==> config.mk <==
export PLATFORM = sky130hd
export DESIGN_NAME = fetch_unit
export DESIGN_NICKNAME = d
export VERILOG_FILES = /design/src/rtl/fetch_unit.sv
export SDC_FILE = /design/constraint.sdc
export NUM_CORES = 1
export LEC_CHECK = 0
export BUFFER_PORTS_ARGS = -buffer_cell sky130_fd_sc_hd__buf_2
export CORE_MARGIN = 8
export CORE_UTILIZATION = 35
export CTS_CLUSTER_SIZE = 28
export DETAILED_ROUTE_END_ITERATION = 6
export GPL_TIMING_DRIVEN = 0
export HOLD_SLACK_MARGIN = 0.1
export PLACE_DENSITY_LB_ADDON = 0.3
export SLEW_MARGIN = 20
export SYNTH_ARGS = -nofsm -noshare
export SYNTH_HDL_FRONTEND = slang
export SYNTH_SLANG_ARGS = --single-unit
==> constraint.sdc <==
create_clock -name clk_i -period 8.32 [get_ports clk_i]
set_input_delay 0.416 -clock clk_i [delete_from_list [all_inputs] [get_ports clk_i]]
set_output_delay 0.416 -clock clk_i [all_outputs]
set_load 0.01 [all_outputs]
==> src/rtl/fetch_unit.sv <==
// -----------------------------------------------------------------------------
// fetch_unit
//   Instruction fetch stage feeding the IF/ID pipeline register. Owns the
//   fetch PC and issues single-outstanding requests to instruction memory.
//   Returned words are queued in a small in-order buffer whose head is
//   presented to IF/ID. The stage obeys the same stall (hazard_i) and
//   redirect (flush_i) controls as IF/ID.
//
// Configuration macro:
//   FETCH_BUF_EN  defined   -> buffer depth 2 (one word fetched ahead)
//                 undefined -> buffer depth 1
//
// Ports:
//   clk_i         in   1   clock, rising edge
//   start_i       in   1   asynchronous active-low reset
//   hazard_i      in   1   IF/ID stall, presented word not consumed
//   flush_i       in   1   redirect to target_i, drop buffered/in-flight words
//   target_i      in  32   redirect address
//   imem_req_o    out  1   memory request valid
//   imem_addr_o   out 32   word-aligned request address
//   imem_ack_i    in   1   request accepted, data returned same cycle
//   imem_rdata_i  in  32   instruction word
//   pc_o          out 32   PC of presented instruction
//   inst_o        out 32   presented instruction (0 = bubble)
//   pcIm_o        out 12   B-type offset field of inst_o
// -----------------------------------------------------------------------------
module fetch_unit #(
  parameter logic [31:0] RESET_PC = 32'h0000_0000
) (
  input  logic        clk_i,
  input  logic        start_i,
  input  logic        hazard_i,
  input  logic        flush_i,
  input  logic [31:0] target_i,
  output logic        imem_req_o,
  output logic [31:0] imem_addr_o,
  input  logic        imem_ack_i,
  input  logic [31:0] imem_rdata_i,
  output logic [31:0] pc_o,
  output logic [31:0] inst_o,
  output logic [11:0] pcIm_o
);

`ifdef FETCH_BUF_EN
  localparam int DEPTH = 2;
`else
  localparam int DEPTH = 1;
`endif
  localparam logic [1:0] DEPTH_C = 2'(DEPTH);

  typedef enum logic [0:0] {
    ST_RUN   = 1'b0,
    ST_DRAIN = 1'b1
  } state_t;

  // B-type branch offset field {inst[31],inst[7],inst[30:25],inst[11:8]}
  function automatic logic [11:0] btype_imm(input logic [31:0] inst);
    return {inst[31], inst[7], inst[30:25], inst[11:8]};
  endfunction

  state_t                  state_r;
  state_t                  state_next_s;
  logic [31:0]             fetch_pc_r;
  logic [31:0]             fetch_pc_next_s;
  logic [31:0]             drain_addr_r;
  logic [31:0]             drain_addr_next_s;
  logic                    started_r;
  logic [1:0]              count_r;
  logic [1:0]              count_next_s;
  logic [DEPTH-1:0][31:0]  buf_pc_r;
  logic [DEPTH-1:0][31:0]  buf_inst_r;
  logic [DEPTH-1:0][31:0]  buf_pc_next_s;
  logic [DEPTH-1:0][31:0]  buf_inst_next_s;

  logic                    consume_s;
  logic                    pop_s;
  logic [1:0]              count_after_pop_s;
  logic                    issue_ok_s;
  logic                    req_s;
  logic [31:0]             addr_s;
  logic                    done_s;
  logic                    push_s;

  // Pop/occupancy bookkeeping shared by issue and buffer logic
  always_comb begin
    consume_s         = start_i & ~hazard_i & ~flush_i;
    pop_s             = consume_s & (count_r != 2'd0);
    count_after_pop_s = count_r - {1'b0, pop_s};
    // started_r holds requests off until the first edge after reset release
    issue_ok_s        = started_r & (count_after_pop_s < DEPTH_C);
  end

  // FSM next state and memory-side outputs
  always_comb begin
    state_next_s      = state_r;
    req_s             = 1'b0;
    addr_s            = fetch_pc_r;
    drain_addr_next_s = drain_addr_r;
    case (state_r)
      ST_RUN: begin
        req_s  = issue_ok_s;
        addr_s = fetch_pc_r;
        // a redirect that catches an unanswered request must wait it out
        if (flush_i & req_s & ~imem_ack_i) begin
          state_next_s      = ST_DRAIN;
          drain_addr_next_s = fetch_pc_r;
        end else begin
          state_next_s = ST_RUN;
        end
      end
      ST_DRAIN: begin
        // keep the abandoned request stable until memory answers it
        req_s  = 1'b1;
        addr_s = drain_addr_r;
        if (imem_ack_i) begin
          state_next_s = ST_RUN;
        end else begin
          state_next_s = ST_DRAIN;
        end
      end
      default: begin
        state_next_s = ST_RUN;
        req_s        = 1'b0;
        addr_s       = fetch_pc_r;
      end
    endcase
    done_s = req_s & imem_ack_i;
    // only RUN-state answers not overtaken by a redirect are kept
    push_s = done_s & (state_r == ST_RUN) & ~flush_i;
  end

  // Fetch PC update: redirect wins, otherwise advance on every kept word
  always_comb begin
    if (flush_i) begin
      fetch_pc_next_s = target_i & ~32'h0000_0003;
    end else if (push_s) begin
      fetch_pc_next_s = fetch_pc_r + 32'd4;
    end else begin
      fetch_pc_next_s = fetch_pc_r;
    end
  end

  // In-order buffer next contents: shift on pop, then append at the tail
  always_comb begin
    buf_pc_next_s   = buf_pc_r;
    buf_inst_next_s = buf_inst_r;
    count_next_s    = count_r;
    if (flush_i) begin
      count_next_s = 2'd0;
    end else begin
      if (pop_s) begin
        for (int i = 0; i < DEPTH - 1; i++) begin
          buf_pc_next_s[i]   = buf_pc_r[i+1];
          buf_inst_next_s[i] = buf_inst_r[i+1];
        end
      end else begin
        buf_pc_next_s   = buf_pc_r;
        buf_inst_next_s = buf_inst_r;
      end
      if (push_s) begin
        for (int i = 0; i < DEPTH; i++) begin
          if (count_after_pop_s == 2'(i)) begin
            buf_pc_next_s[i]   = fetch_pc_r;
            buf_inst_next_s[i] = imem_rdata_i;
          end else begin
            buf_pc_next_s[i]   = buf_pc_next_s[i];
            buf_inst_next_s[i] = buf_inst_next_s[i];
          end
        end
        count_next_s = count_after_pop_s + 2'd1;
      end else begin
        count_next_s = count_after_pop_s;
      end
    end
  end

  // State, PC and buffer registers
  always_ff @(posedge clk_i or negedge start_i) begin
    if (!start_i) begin
      state_r      <= ST_RUN;
      fetch_pc_r   <= RESET_PC;
      drain_addr_r <= RESET_PC;
      started_r    <= 1'b0;
      count_r      <= 2'd0;
      buf_pc_r     <= '0;
      buf_inst_r   <= '0;
    end else begin
      state_r      <= state_next_s;
      fetch_pc_r   <= fetch_pc_next_s;
      drain_addr_r <= drain_addr_next_s;
      started_r    <= 1'b1;
      count_r      <= count_next_s;
      buf_pc_r     <= buf_pc_next_s;
      buf_inst_r   <= buf_inst_next_s;
    end
  end

  // Presented instruction comes only from registered buffer state
  always_comb begin
    imem_req_o  = req_s;
    imem_addr_o = addr_s;
    if (count_r != 2'd0) begin
      pc_o   = buf_pc_r[0];
      inst_o = buf_inst_r[0];
    end else begin
      pc_o   = fetch_pc_r;
      inst_o = 32'h0000_0000;
    end
    if (inst_o == 32'h0000_0000) begin
      pcIm_o = 12'h000;
    end else begin
      pcIm_o = btype_imm(inst_o);
    end
  end

endmodule

==> implementation parameters, run 1 <==
Parameter                              Value

Floorplan
  Starting density of the core    35.72%
  Vertical extent of the die    151.6 um
  Die X-Extent    151.6 um
  Core Footprint    18020 um2
  Number of placement rows    49
  Floorplan die area    22990 um2
  I/O pin count    178

Clock network
  TritonCTS clock tree    yes
  Postcts setup bufs    0
  Clock tree sinks    126
  Bufs on Longest Clock Path    2
  CTS H-Tree Depth    4
  TritonCTS Buffers    17
  Worst-skew pair later-pin latency    0.41 ns
  Clock-pin slew on the worst setup and hold paths    0.06 ns
  CTS Root Cell    sky130_fd_sc_hd__clkbuf_16

Critical path
  Largest fanout of any net on the critical path    10
  Type of the worst setup path    register to register
  Worst reg2reg path depth    10
  Start point of the critical path    count_r[1]$_DFF_PN0_
  Category of the worst setup path launch point    register
  Critical Path Sink Type    register
  Critical Path Max Stage Delay    0.54 ns
  Critical path data required time    8.61 ns
  R2R Path Start    count_r[1]$_DFF_PN0_
  R2R setup slack    4.53 ns
  Termination of the worst setup path    drain_addr_r[30]$_DFFE_PN0P_
  Cell breakdown of the critical path    nor2_1 -> buf_1 -> clkbuf_1 -> nor4b_1 -> ha_1 -> and4bb_1 -> buf_4 -> nand3b_1 -> buf_2 -> mux2_2
  Reg2reg end    drain_addr_r[30]$_DFFE_PN0P_
  Signal arrival time at the worst endpoint    4.08 ns
  Worst-path cell with the longest stage delay    sky130_fd_sc_hd__buf_1

Synth
  Largest cells by area after synthesis    sky130_fd_sc_hd__dfrtp_1, sky130_fd_sc_hd__mux2_2, sky130_fd_sc_hd__mux2_4, sky130_fd_sc_hd__nor2b_1, sky130_fd_sc_hd__xnor2_1
  Share of flip-flops with an asynchronous set or reset after synthesis    100.0%
  Synth Instances    558
  Seq cells post-synth    126
  Yosys cell types    40
  Cell Area, Synth    6439 um2
  Synthesized area per cell    11.54 um2
  Share of synthesized area occupied by flip-flops and latches    48.97%
  Most area-hungry cell type in the Yosys netlist    sky130_fd_sc_hd__dfrtp_1
  Number of enable flip-flop cells after synthesis    0
  Area share of the leading cell type in the synthesized netlist    48.97%
  Ys flop type    sky130_fd_sc_hd__dfrtp_1
  Count of warnings emitted by yosys    0
  Library cell with the highest instance count after synthesis    sky130_fd_sc_hd__dfrtp_1
  Most common library cells after synthesis    sky130_fd_sc_hd__dfrtp_1, sky130_fd_sc_hd__mux2_2, sky130_fd_sc_hd__nand2_1

Finish
  Final #Nets    823
  Core occupancy in the finished layout    45.96%
  Syn-to-layout area delta    28.66%
  Fraction of final layout cells with drive strength greater than 1    48.10%

Pwr
  Power per unit of standard cell area    260.6 nW/um2
  Worst vdd ir    0.1693 mV
  Leak    3.868 nW

Place
  Port bufs    170
  Global placer's final weighted congestion    0.7407
  Post-detail-place hpwl    13000 um

STA
  Largest clock skew in the final design    0.01123 ns
  Share of the clock period used by the worst path after layout    45.58%
  Final period demand of the worst path    3.792 ns
  Final setup viols    0
  Unrepaired setup endpoints after global routing    false
  Transition time at the pin with the least slew margin    0.7788 ns
  Setup TNS after final layout    0 ns
  Total count of max-transition violations in the final report    0
  Highest attainable clock frequency    263.7 MHz
  Final hold viol count    0
  Worst max-slew margin expressed relative to the limit    48.08%

Route
  DRC violation count after routing    0
  Sum of routed wire length over all layers    17650 um
  Routed Antenna Nets    0
  Number of detailed-routing iterations run before antenna repair    4
  Number of design-rule violations left by the first detailed-router iteration    168
  Detail-routed net length per standard cell    17.74 um
  Via-to-Cell Ratio    4.711
  Vias after detailed routing    4687

Global route
  Pin count of the biggest net entering global routing    67
  Number of antenna violations at the first check in global routing    0
  Global-route wire length before repair    27590 um
  Via count of the first global-routing pass    4963
  Total Routing Usage GR    15.61%
  Remaining global-route overflow    0

Worst hold path
  Worst min-delay path class    primary input to register

Status
  Result of the run    finished, final reports clean

Job
  Max Cap Viol    0
[flip-flops by register name (all words and copies together), names as in the netlist]
name / cells
buf_pc_r: 30
drain_addr_r: 30
started_r: 1
fetch_pc_r: 30
count_r: 2
buf_inst_r: 32
state_r: 1
[layer usage]
layer  track usage [%]  wire [um]  share of wire [%]  up-vias
li1                  -          -                  -     2287
met1             20.85       8458                 48     2254
met4             4.165        153               0.87        0
met3             4.069       1120                6.3       11
met2             24.64       7921                 45      135
met5                 0          0                  0        -
[worst min-delay path by stage]
stage | slack, ns | from | depth (start not counted) | endpoint
after global placement | 0.46 | buf_pc_r[20]$_DFFE_PN0P_ | 2 | buf_pc_r[20]$_DFFE_PN0P_
after global routing | 0.21 | target_i[6] | 3 | fetch_pc_r[6]$_DFFE_PN0P_
final | 0.22 | target_i[6] | 3 | fetch_pc_r[6]$_DFFE_PN0P_
after floorplan | 0.12 | start_i | 0 | buf_inst_r[0]$_DFFE_PN0P_
after detailed placement | 0.39 | start_i | 1 | buf_pc_r[30]$_DFFE_PN0P_
after CTS | 0.19 | target_i[14] | 3 | fetch_pc_r[14]$_DFFE_PN0P_
[area by class of cell]
class | instances | area (um2)
Timing Repair Buffer | 172 | 898.4
Sequential cell | 126 | 3153
Clock inverter | 14 | 217.7
Multi-Input combinational cell | 379 | 3030
Clock buffer | 18 | 429.2
Buffer | 49 | 240.2
Fill cell | 1739 | 9741
Tap cell | 229 | 286.5
Antenna cell | 1 | 2.502
Inverter | 7 | 26.28
[report_power, final]
group          internal, mW  switching (mW)
sequential            0.770          0.0835
clock                 0.532           0.280
combinational         0.274           0.219
total                  1.58           0.583
[stage by stage]
step / area [um2] / power, mW / worst slack [ns] / std cells / hold WS [ns]
detailed placement: 7625 / 1.366 / 4.463 / 961 / 0.3923
finish: 8284 / 2.159 / 4.528 / 995 / 0.2162
global placement: 7587 / 1.348 / 3.244 / 960 / 0.4622
CTS: 8282 / 2.193 / 4.439 / 994 / 0.1947
floorplan: 6450 / 1.181 / 5.391 / 561 / 0.1204
global route: 8282 / 2.278 / 4.200 / 994 / 0.2098
[cell families (layout without fill, tap and decap cells)]
kind of cell               count (synthesis)  count (layout)  share of synthesized area (%)
AOI/OAI and AO/OA                         47              47                          3.653
xor gates and xnor gates                  30              30                          4.081
adders and majority gates                  2               2                         0.3886
buffers and inverters                     56             260                          4.139
DFF                                      126             126                          48.97
muxes                                    139             139                          25.46
other                                      2               6                         0.1166
and+or+nand+nor                          156             156                          13.19
[cells in the final DEF (no fill, tap or decap), types with 3 or more instances in the layout]
master and instances:
sky130_fd_sc_hd__buf_2 180, sky130_fd_sc_hd__dfrtp_1 126, sky130_fd_sc_hd__mux2_2 118, sky130_fd_sc_hd__nand2_1 53, sky130_fd_sc_hd__nor2b_1 44, sky130_fd_sc_hd__o21ai_0 38, sky130_fd_sc_hd__xnor2_1 26, sky130_fd_sc_hd__clkbuf_1 24
sky130_fd_sc_hd__mux2_4 20, sky130_fd_sc_hd__clkbuf_16 17, sky130_fd_sc_hd__nor3_1 9, sky130_fd_sc_hd__nor2_1 8, sky130_fd_sc_hd__nand3_1 8, sky130_fd_sc_hd__o21ai_1 8, sky130_fd_sc_hd__inv_1 7, sky130_fd_sc_hd__buf_1 6
sky130_fd_sc_hd__nand4_1 6, sky130_fd_sc_hd__nor4_1 6, sky130_fd_sc_hd__buf_4 5, sky130_fd_sc_hd__conb_1 5, sky130_fd_sc_hd__bufinv_16 5, sky130_fd_sc_hd__and4_1 4, sky130_fd_sc_hd__xor2_1 4, sky130_fd_sc_hd__clkinv_4 4
sky130_fd_sc_hd__nand2_2 3, sky130_fd_sc_hd__buf_6 3, sky130_fd_sc_hd__clkinvlp_4 3
[worst max-delay path, delay by kind of cell, from the launching register on]
| kind | cells | cell delay (ns) |
|---|---|---|
| buffers and inverters | 4 | 1.62 |
| AND/OR/NAND/NOR | 4 | 0.93 |
| flip-flops | 1 | 0.42 |
| multiplexers | 1 | 0.37 |
| adder cells (fa/ha/maj) | 1 | 0.33 |
[repair_timing]
| action | CTS | global route |
|---|---|---|
| hold endpoints to repair | 61 | 0 |
| resized for setup | 0 | 0 |
| setup endpoints to repair | 0 | 0 |
| hold buffers | 1 | 0 |
Note: power is estimated with default switching activity, not from simulation.
==> run 2, diff against run 1 <==
Clock period 8.32 ns to 3.4 ns, I/O delays scaled along.
==> implementation parameters, run 2 (synthesized netlist as in run 1, its figures left out) <==
Parameter                              Value

Route
  DRC violation count after routing    0
  Number of design-rule violations left by the first detailed-router iteration    156
  Vias after detailed routing    4949
  Number of detailed-routing iterations run before antenna repair    4
  Sum of routed wire length over all layers    18260 um
  Routed Antenna Nets    0
  Detail-routed net length per standard cell    17.25 um
  Via-to-Cell Ratio    4.678

STA
  Worst-case setup margin in the final layout    0.2800 ns
  Largest clock skew in the final design    0.01151 ns
  Highest attainable clock frequency    320.5 MHz
  Final period demand of the worst path    3.120 ns
  Final hold viol count    0
  Total count of max-transition violations in the final report    0
  Share of the clock period used by the worst path after layout    91.77%
  Unrepaired setup endpoints after global routing    false
  Worst max-slew margin expressed relative to the limit    48.90%
  Final setup viols    0
  Transition time at the pin with the least slew margin    0.7664 ns

Global route
  Via count of the first global-routing pass    5328
  Number of antenna violations at the first check in global routing    0
  Global-route wire length before repair    28960 um
  Pin count of the biggest net entering global routing    67
  Total Routing Usage GR    16.28%
  Remaining global-route overflow    0

Clock network
  CTS H-Tree Depth    4
  Clock-pin slew on the worst setup and hold paths    0.06 ns
  TritonCTS clock tree    yes
  CTS Root Cell    sky130_fd_sc_hd__clkbuf_16
  Bufs on Longest Clock Path    2
  Clock tree sinks    126
  Postcts setup bufs    0
  Worst-skew pair later-pin latency    0.41 ns
  TritonCTS Buffers    17

Floorplan
  Number of placement rows    49
  Die X-Extent    151.6 um
  I/O pin count    178
  Core Footprint    18020 um2
  Vertical extent of the die    151.6 um
  Floorplan die area    22990 um2
  Starting density of the core    35.72%

Critical path
  Type of the worst setup path    register to register
  Largest fanout of any net on the critical path    19
  Category of the worst setup path launch point    register
  Critical Path Sink Type    register
  Signal arrival time at the worst endpoint    3.41 ns
  Critical path data required time    3.69 ns

Finish
  Cell area after layout    8940 um2
  Largest register FFs    32
  Top library cells by usage in the layout, fill and taps aside    sky130_fd_sc_hd__buf_2, sky130_fd_sc_hd__dfrtp_1, sky130_fd_sc_hd__mux2_2
  Syn-to-layout area delta    38.85%
  Most common cell after layout, fill and taps aside    sky130_fd_sc_hd__buf_2
  Fill cells    1666
  Fraction of final layout cells with drive strength greater than 1    44.69%
  Final #Nets    886
  Register bank with the most flops    buf_inst_r

Pwr
  Switching portion of total power    27.02%
  Power per unit of standard cell area    598.8 nW/um2
  Worst vdd ir    0.4185 mV
  Clk pwr share    37.2%
  Leak    4.145 nW
  Int Pwr    3.907 mW
  Proportion of power drawn by combinational gates    23.8%
  Switching power total    1.446 mW
  Register share of total power    39.0%

Place
  Global placer's final weighted congestion    0.7407
  Post-detail-place hpwl    13000 um
  Port bufs    170
  Area of placed instances    7625 um2
  Worst setup slack before clock tree synthesis    -0.4570 ns

Worst hold path
  Worst min-delay path class    primary input to register

Job
  Max Cap Viol    0

Status
  Result of the run    finished, final reports clean
run 2: power groups by stage:
| stage | sequential (mW) | clock (mW) | combinational (mW) |
|---|---|---|---|
| after floorplan | 2.05 | 0 | 0.844 |
| after global placement | 2.09 | 0 | 1.21 |
| after detailed placement | 2.11 | 0 | 1.23 |
| after CTS | 2.09 | 2.04 | 1.30 |
| after global routing | 2.14 | 2.10 | 1.40 |
| final | 2.09 | 1.99 | 1.27 |
run 2: final timing paths:
check / start / endpoint / slack, ns / cells after the start
setup / recovery: count_r[1]$_DFF_PN0_ / drain_addr_r[10]$_DFFE_PN0P_ / 0.28 / 9
hold / removal: hazard_i / count_r[1]$_DFF_PN0_ / 0.27 / 5
setup reg to reg: count_r[1]$_DFF_PN0_ / drain_addr_r[10]$_DFFE_PN0P_ / 0.28 / 9
hold reg to reg: drain_addr_r[24]$_DFFE_PN0P_ / drain_addr_r[24]$_DFFE_PN0P_ / 0.48 / 2
max in group asynchronous: start_i / fetch_pc_r[2]$_DFFE_PN0P_ / 2.76 / 3
min in group asynchronous: start_i / buf_pc_r[30]$_DFFE_PN0P_ / 0.34 / 3
run 2: stage by stage:
| step | std cells | power, mW | util, % | setup TNS [ns] | hold WS, ns |
|---|---|---|---|---|---|
| final | 1058 | 5.353 | 49.60 | 0 | 0.2658 |
| after global routing | 1057 | 5.644 | 49.58 | 0 | 0.3093 |
| after CTS | 1057 | 5.426 | 49.58 | 0 | 0.2474 |
| after detailed placement | 961 | 3.342 | 42.30 | -36.44 | 0.1463 |
| after global placement | 960 | 3.299 | 42.09 | -151.30 | 0.3847 |
| after floorplan | 561 | 2.891 | - | 0 | -0.1256 |
run 2: timing repair:
| action | CTS | global route |
|---|---|---|
| setup endpoints to repair | 117 | 0 |
| hold endpoints to repair | 124 | 0 |
| resized for setup | 1 | 0 |
| hold buffers | 65 | 0 |
run 2: routing by layer:
metal | vias to the layer above | share of wire, % | global-route usage (%)
li1 | 2417 | - | -
met2 | 135 | 46 | 26.73
met5 | - | 0 | 0
met4 | 0 | 0.56 | 3.871
met1 | 2387 | 47 | 21.17
met3 | 10 | 6.2 | 4.069
run 2: area by class of cell:
| cell class | instances | area [um2] | area share [%] |
|---|---|---|---|
| Timing Repair Buffer | 236 | 1556 | 17.41 |
| Inverter | 7 | 26.28 | 0.2939 |
| Sequential cell | 126 | 3153 | 35.27 |
| Clock buffer | 18 | 429.2 | 4.801 |
| Antenna cell | 1 | 2.502 | 0.02799 |
| Buffer | 48 | 237.7 | 2.659 |
| Clock inverter | 14 | 217.7 | 2.435 |
| Multi-Input combinational cell | 379 | 3030 | 33.90 |
| Tap cell | 229 | 286.5 | 3.205 |
run 2: critical path, cell delays in order (launching register included):
cell and delay, ns:
sky130_fd_sc_hd__dfrtp_1 0.42, sky130_fd_sc_hd__nor2_1 0.19, sky130_fd_sc_hd__buf_2 0.42, sky130_fd_sc_hd__nor4b_1 0.11, sky130_fd_sc_hd__ha_1 0.33, sky130_fd_sc_hd__and4bb_1 0.21, sky130_fd_sc_hd__buf_4 0.16, sky130_fd_sc_hd__nand3b_1 0.40
sky130_fd_sc_hd__buf_2 0.38, sky130_fd_sc_hd__mux2_2 0.38
